==> config.mk <==
export PLATFORM = sky130hd
export DESIGN_NAME = wb_serial_bridge
export DESIGN_NICKNAME = d
export VERILOG_FILES = /design/src/rtl/wb_serial_bridge.sv
export SDC_FILE = /design/constraint.sdc
export NUM_CORES = 1
export LEC_CHECK = 0
export BUFFER_PORTS_ARGS = -buffer_cell sky130_fd_sc_hd__buf_2
export CORE_ASPECT_RATIO = 1.5
export CORE_MARGIN = 2
export CORE_UTILIZATION = 35
export CTS_BUF_LIST = sky130_fd_sc_hd__clkbuf_16
export CTS_CLUSTER_SIZE = 28
export DETAILED_ROUTE_END_ITERATION = 12
export MAX_ROUTING_LAYER = met4
export PLACE_DENSITY = 0.65
export REMOVE_ABC_BUFFERS = 1
export SKIP_CTS_REPAIR_TIMING = 1
export SYNTH_ARGS = -nofsm -noshare
export SYNTH_HDL_FRONTEND = slang
export SYNTH_SLANG_ARGS = --single-unit
==> constraint.sdc <==
create_clock -name clk -period 2.2 [get_ports clk]
set_input_delay 0.44 -clock clk [delete_from_list [all_inputs] [get_ports clk]]
set_output_delay 0.44 -clock clk [all_outputs]
set_load 0.1 [all_outputs]
==> src/rtl/wb_serial_bridge.sv <==
// wb_serial_bridge
//   Pipelined Wishbone slave that forwards each accepted bus cycle as a
//   byte-serial request frame on an AXI-Stream output and completes the
//   cycle when the byte-serial response arrives on an AXI-Stream input.
//   One transaction outstanding at a time.
//
// Ports
//   clk, sresetn            : clock, asynchronous active-low reset
//   s_wb_*                  : Wishbone slave (cyc/stb/we/addr/sel/dat in,
//                             dat_s2m/ack/stall out)
//   axis_o_*                : request byte stream out (tdata/tvalid/tlast, tready in)
//   axis_i_*                : response byte stream in (tdata/tvalid/tlast, tready out)
//
// Request frame : {sel,3'b000,we}, address bytes MSB first, write data MSB first.
// Response frame: 1 byte for a write (ignored), BYTES bytes MSB first for a read.
module wb_serial_bridge #(
    parameter int ADDR_BITS = 8,
    parameter int BYTES     = 1
) (
    input  logic                   clk,
    input  logic                   sresetn,
    input  logic                   s_wb_cyc,
    input  logic                   s_wb_stb,
    input  logic                   s_wb_we,
    input  logic [ADDR_BITS-1:0]   s_wb_addr,
    input  logic [BYTES-1:0]       s_wb_sel,
    input  logic [8*BYTES-1:0]     s_wb_dat_m2s,
    output logic [8*BYTES-1:0]     s_wb_dat_s2m,
    output logic                   s_wb_ack,
    output logic                   s_wb_stall,
    input  logic                   axis_o_tready,
    output logic                   axis_o_tvalid,
    output logic                   axis_o_tlast,
    output logic [7:0]             axis_o_tdata,
    input  logic                   axis_i_tvalid,
    input  logic                   axis_i_tlast,
    input  logic [7:0]             axis_i_tdata,
    output logic                   axis_i_tready
);

    localparam int ADDR_BYTES = (ADDR_BITS + 7) / 8;
    localparam int AW         = ADDR_BYTES * 8;
    localparam int DW         = BYTES * 8;
    localparam int MAXB       = (ADDR_BYTES > BYTES) ? ADDR_BYTES : BYTES;
    localparam int CW         = $clog2(MAXB) + 1;

    typedef enum logic [2:0] {
        IDLE,
        TX_CMD,
        TX_ADDR,
        TX_DATA,
        RX_RESP,
        ACK
    } state_t;

    state_t          state;
    logic [CW-1:0]   cnt;
    logic            we_q;
    logic            abort;
    logic [AW-1:0]   addr_sr;
    logic [DW-1:0]   data_sr;
    logic [DW+7:0]   rx_shift;
    logic            resp_last;

    // Response framing does not depend on the stream's own tlast.
    logic unused_tlast;
    assign unused_tlast = axis_i_tlast;

    always_comb begin
        rx_shift  = {s_wb_dat_s2m, axis_i_tdata};
        resp_last = we_q ? (cnt == '0) : (int'(cnt) == BYTES - 1);
    end

    // Address and data are shifted out of their latches MSB first; the byte
    // on axis_o_tdata is always registered one beat ahead of the handshake.
    always_ff @(posedge clk or negedge sresetn) begin
        if (!sresetn) begin
            state         <= IDLE;
            cnt           <= '0;
            we_q          <= 1'b0;
            abort         <= 1'b0;
            addr_sr       <= '0;
            data_sr       <= '0;
            s_wb_dat_s2m  <= '0;
            s_wb_ack      <= 1'b0;
            s_wb_stall    <= 1'b0;
            axis_o_tvalid <= 1'b0;
            axis_o_tlast  <= 1'b0;
            axis_o_tdata  <= '0;
            axis_i_tready <= 1'b0;
        end else begin
            if (state != IDLE && !s_wb_cyc)
                abort <= 1'b1;

            case (state)
                IDLE: begin
                    abort <= 1'b0;
                    if (s_wb_cyc && s_wb_stb) begin
                        we_q          <= s_wb_we;
                        addr_sr       <= AW'(s_wb_addr);
                        data_sr       <= s_wb_dat_m2s;
                        axis_o_tdata  <= {4'(s_wb_sel), 3'b000, s_wb_we};
                        axis_o_tvalid <= 1'b1;
                        axis_o_tlast  <= 1'b0;
                        s_wb_stall    <= 1'b1;
                        cnt           <= '0;
                        state         <= TX_CMD;
                    end
                end

                TX_CMD: begin
                    if (axis_o_tready) begin
                        axis_o_tdata <= addr_sr[AW-1 -: 8];
                        addr_sr      <= addr_sr << 8;
                        axis_o_tlast <= (ADDR_BYTES == 1) && !we_q;
                        cnt          <= '0;
                        state        <= TX_ADDR;
                    end
                end

                TX_ADDR: begin
                    if (axis_o_tready) begin
                        if (int'(cnt) == ADDR_BYTES - 1) begin
                            cnt <= '0;
                            if (we_q) begin
                                axis_o_tdata <= data_sr[DW-1 -: 8];
                                data_sr      <= data_sr << 8;
                                axis_o_tlast <= (BYTES == 1);
                                state        <= TX_DATA;
                            end else begin
                                axis_o_tvalid <= 1'b0;
                                axis_o_tlast  <= 1'b0;
                                axis_o_tdata  <= '0;
                                axis_i_tready <= 1'b1;
                                state         <= RX_RESP;
                            end
                        end else begin
                            axis_o_tdata <= addr_sr[AW-1 -: 8];
                            addr_sr      <= addr_sr << 8;
                            axis_o_tlast <= !we_q && (int'(cnt) + 2 == ADDR_BYTES);
                            cnt          <= cnt + CW'(1);
                        end
                    end
                end

                TX_DATA: begin
                    if (axis_o_tready) begin
                        if (int'(cnt) == BYTES - 1) begin
                            cnt           <= '0;
                            axis_o_tvalid <= 1'b0;
                            axis_o_tlast  <= 1'b0;
                            axis_o_tdata  <= '0;
                            axis_i_tready <= 1'b1;
                            state         <= RX_RESP;
                        end else begin
                            axis_o_tdata <= data_sr[DW-1 -: 8];
                            data_sr      <= data_sr << 8;
                            axis_o_tlast <= (int'(cnt) + 2 == BYTES);
                            cnt          <= cnt + CW'(1);
                        end
                    end
                end

                RX_RESP: begin
                    if (axis_i_tvalid) begin
                        if (!we_q)
                            s_wb_dat_s2m <= rx_shift[DW-1:0];
                        if (resp_last) begin
                            cnt           <= '0;
                            axis_i_tready <= 1'b0;
                            // An abandoned cycle still drains its response but never acks.
                            s_wb_ack      <= !(abort || !s_wb_cyc);
                            state         <= ACK;
                        end else begin
                            cnt <= cnt + CW'(1);
                        end
                    end
                end

                ACK: begin
                    s_wb_ack   <= 1'b0;
                    s_wb_stall <= 1'b0;
                    state      <= IDLE;
                end

                default: state <= IDLE;
            endcase
        end
    end

endmodule
==> flow_summary.toml <==
[timing]
clock_skew_ns = 0.00196
fin_crit_ns = 1.85
setup_ws_ns = 0.352
fin_setup_tns_ns = 0
max_freq_mhz = 541
maxSlewHeadroom = 0.585
maxSlewViolCount = 0
rsz0062_at_grt = "false"
worst_pin_slew_ns = 0.623
hold_viol = 0
setup_viol = 0
fin_crit_sh = 0.840

[floorplan]
die_x_um = 65.6
pin_count = 54
row_count = 33
die_h_um = 96.5
core-area_um2 = 5490
die_area_um2 = 6330
start_util = 0.363

[detailed_routing]
antenna_left = 0
route.detailed.drc = 0
vias = 1573
wirelength_met1_um = 1920
wl_um = 4630
wl_per_cell_um = 15.0
top_layer_used = "met4"
wl_met2_um = 2430
viasPerCell = 5.09
dr.pass1.iters = 4
met3_length_um = 160
first_iter_violations = 45

[place]
port_buffers = 52
place_hpwl_um = 3230
pre_cts_ws_ns = 0.368
gp_congestion = 0.814

[synthesis]
syn_area_um2 = 1990
ys_ff_latch = 43
synth_area_leaders = "dfrtp_1 54%, nand2_1 5.6%, mux2_2 5.1%, mux2i_1 4.0%, a22o_1 4.0%"
synth_edf_count = 0
yosysUniqueCellTypes = 39
yosysSeqAreaShare = 0.540
yosysTopAreaCell = "dfrtp_1"
synthCells = 184
yosysTopAreaCellShare = 0.540
synth-async-reset-ratio = 1.00
synth_common_cells = "43 x dfrtp_1, 30 x nand2_1, 13 x inv_1"
synth_flop_cell = "dfrtp_1"
synth.most_common_cell = "dfrtp_1"
ys_warn_count = 0
syn_area_per_cell_um2 = 10.8

[setup_path]
required_ns = 2.37
reg2reg_depth = 3
endpoint_kind = "flop"
cp-start-kind = "flop"
path_max_fanout = 21
cpPeakStageDelay_ns = 0.61
r2r_end = "s_wb_dat_s2m[1]"
critPathKind = "flop to flop"
rr_startpoint = "state[1]"
crit_arrival_ns = 2.01
regToRegSetupSlack_ns = 0.35
worstPathCellList = "nor2_2 -> nand4b_1 -> mux2_2"
cp_slowest_cell = "dfrtp_1"

[finish]
drive_above_1_share = 0.326
area_growth_pct = 26.0
antenna-diode-count = 0
finalNetCount = 272

[cts]
cts_root_buf = "clkbuf_16"
cts_tree = "done"
cts_buffers = 5
path_clk_slew_ns = 0.06
clk_latency_ns = 0.28
cts.htree.levels = 2
cts_sinks = 43
cts_buffer_depth = 2

[flow_run]
max_cap_violations = 0

[global_routing]
grt_usage = 0.159
grt_max_degree = 44
grt_pass1_vias = 1512
grt_pass1_wl_um = 7320
grt_overflow = 0
antenna_found_initial = 0

[run_status]
run_status = "finished clean"

[worst_hold_path]
hold_path.class = "primary input to async pin"
==> metal layers <==
layer / vias to the layer above / global-route usage
met5: - / -
met4: 0 / 0.0781
met1: 765 / 0.191
li1: 763 / -
met2: 38 / 0.259
met3: 7 / 0.0267
==> through the flow <==
step	cells	area, um^2	hold slack (ns)	utilization
after floorplan	173	1940	0.144	-
after detailed placement	302	2350	0.452	0.429
after global placement	302	2350	0.446	0.429
after global routing	309	2510	0.295	0.458
final	309	2510	0.225	0.458
after CTS	309	2510	0.258	0.458
==> worst max-delay path, delay by kind of cell, from the launching register on <==
kind | cells | cell delay [ns]
simple gates | 2 | 0.70
flops | 1 | 0.61
mux | 1 | 0.42
==> how the worst max path moves through the flow <==
stage	to	depth (start not counted)	startpoint	slack, ns
final	s_wb_dat_s2m[1]	3	state[1]	0.35
after global routing	s_wb_dat_s2m[2]	3	state[1]	0.21
after CTS	s_wb_dat_s2m[1]	3	state[1]	0.35
after detailed placement	s_wb_dat_s2m[6]	3	state[1]	0.37
after global placement	s_wb_dat_s2m[5]	3	state[1]	0.38
after floorplan	we_q	2	state[0]	0.18
==> area by class of cell <==
type | instances | area (um^2)
Fill cell | 533 | 2980
Sequential cell | 43 | 1080
Multi-Input combinational cell | 117 | 817
Timing Repair Buffer | 59 | 325
Clock buffer | 5 | 125
Tap cell | 70 | 87.6
Inverter | 13 | 48.8
Clock inverter | 2 | 33.8
==> registers in the layout (all words and copies together), names as in the netlist <==
| register | count |
|---|---|
| abort | 1 |
| s_wb_stall | 1 |
| data_sr | 8 |
| state | 3 |
| axis_i_tready | 1 |
| addr_sr | 8 |
| s_wb_dat_s2m | 8 |
| axis_o_tlast | 1 |
| axis_o_tvalid | 1 |
| axis_o_tdata | 8 |
| cnt | 1 |
| s_wb_ack | 1 |
| we_q | 1 |
==> layout by cell type (no fill, tap or decap), types with 2 or more instances in the layout <==
master and count:
nand3_1 2, a211oi_1 2, o31ai_1 4, nor3_1 2
a221oi_1 2, inv_1 14, clkbuf_16 5, a21oi_1 5
nand3b_1 2, a22o_1 9, o21ai_1 2, dfrtp_1 43
mux2i_1 8, nand2_1 30, buf_4 6, nor2_1 2
o21ai_0 5, mux2_2 9, buf_2 52, nand2b_1 8
a32oi_1 6
==> logic make-up after synthesis <==
kind of cell | Yosys count | synth area share
mux | 18 | 0.0966
simple gates | 52 | 0.127
xor+xnor | 1 | 0.00439
flops | 43 | 0.540
buf+inv | 24 | 0.0508
compound gates | 46 | 0.181
Power is not shown: default switching activity piles up to over one toggle a cycle in this logic, so the estimate is an artifact.
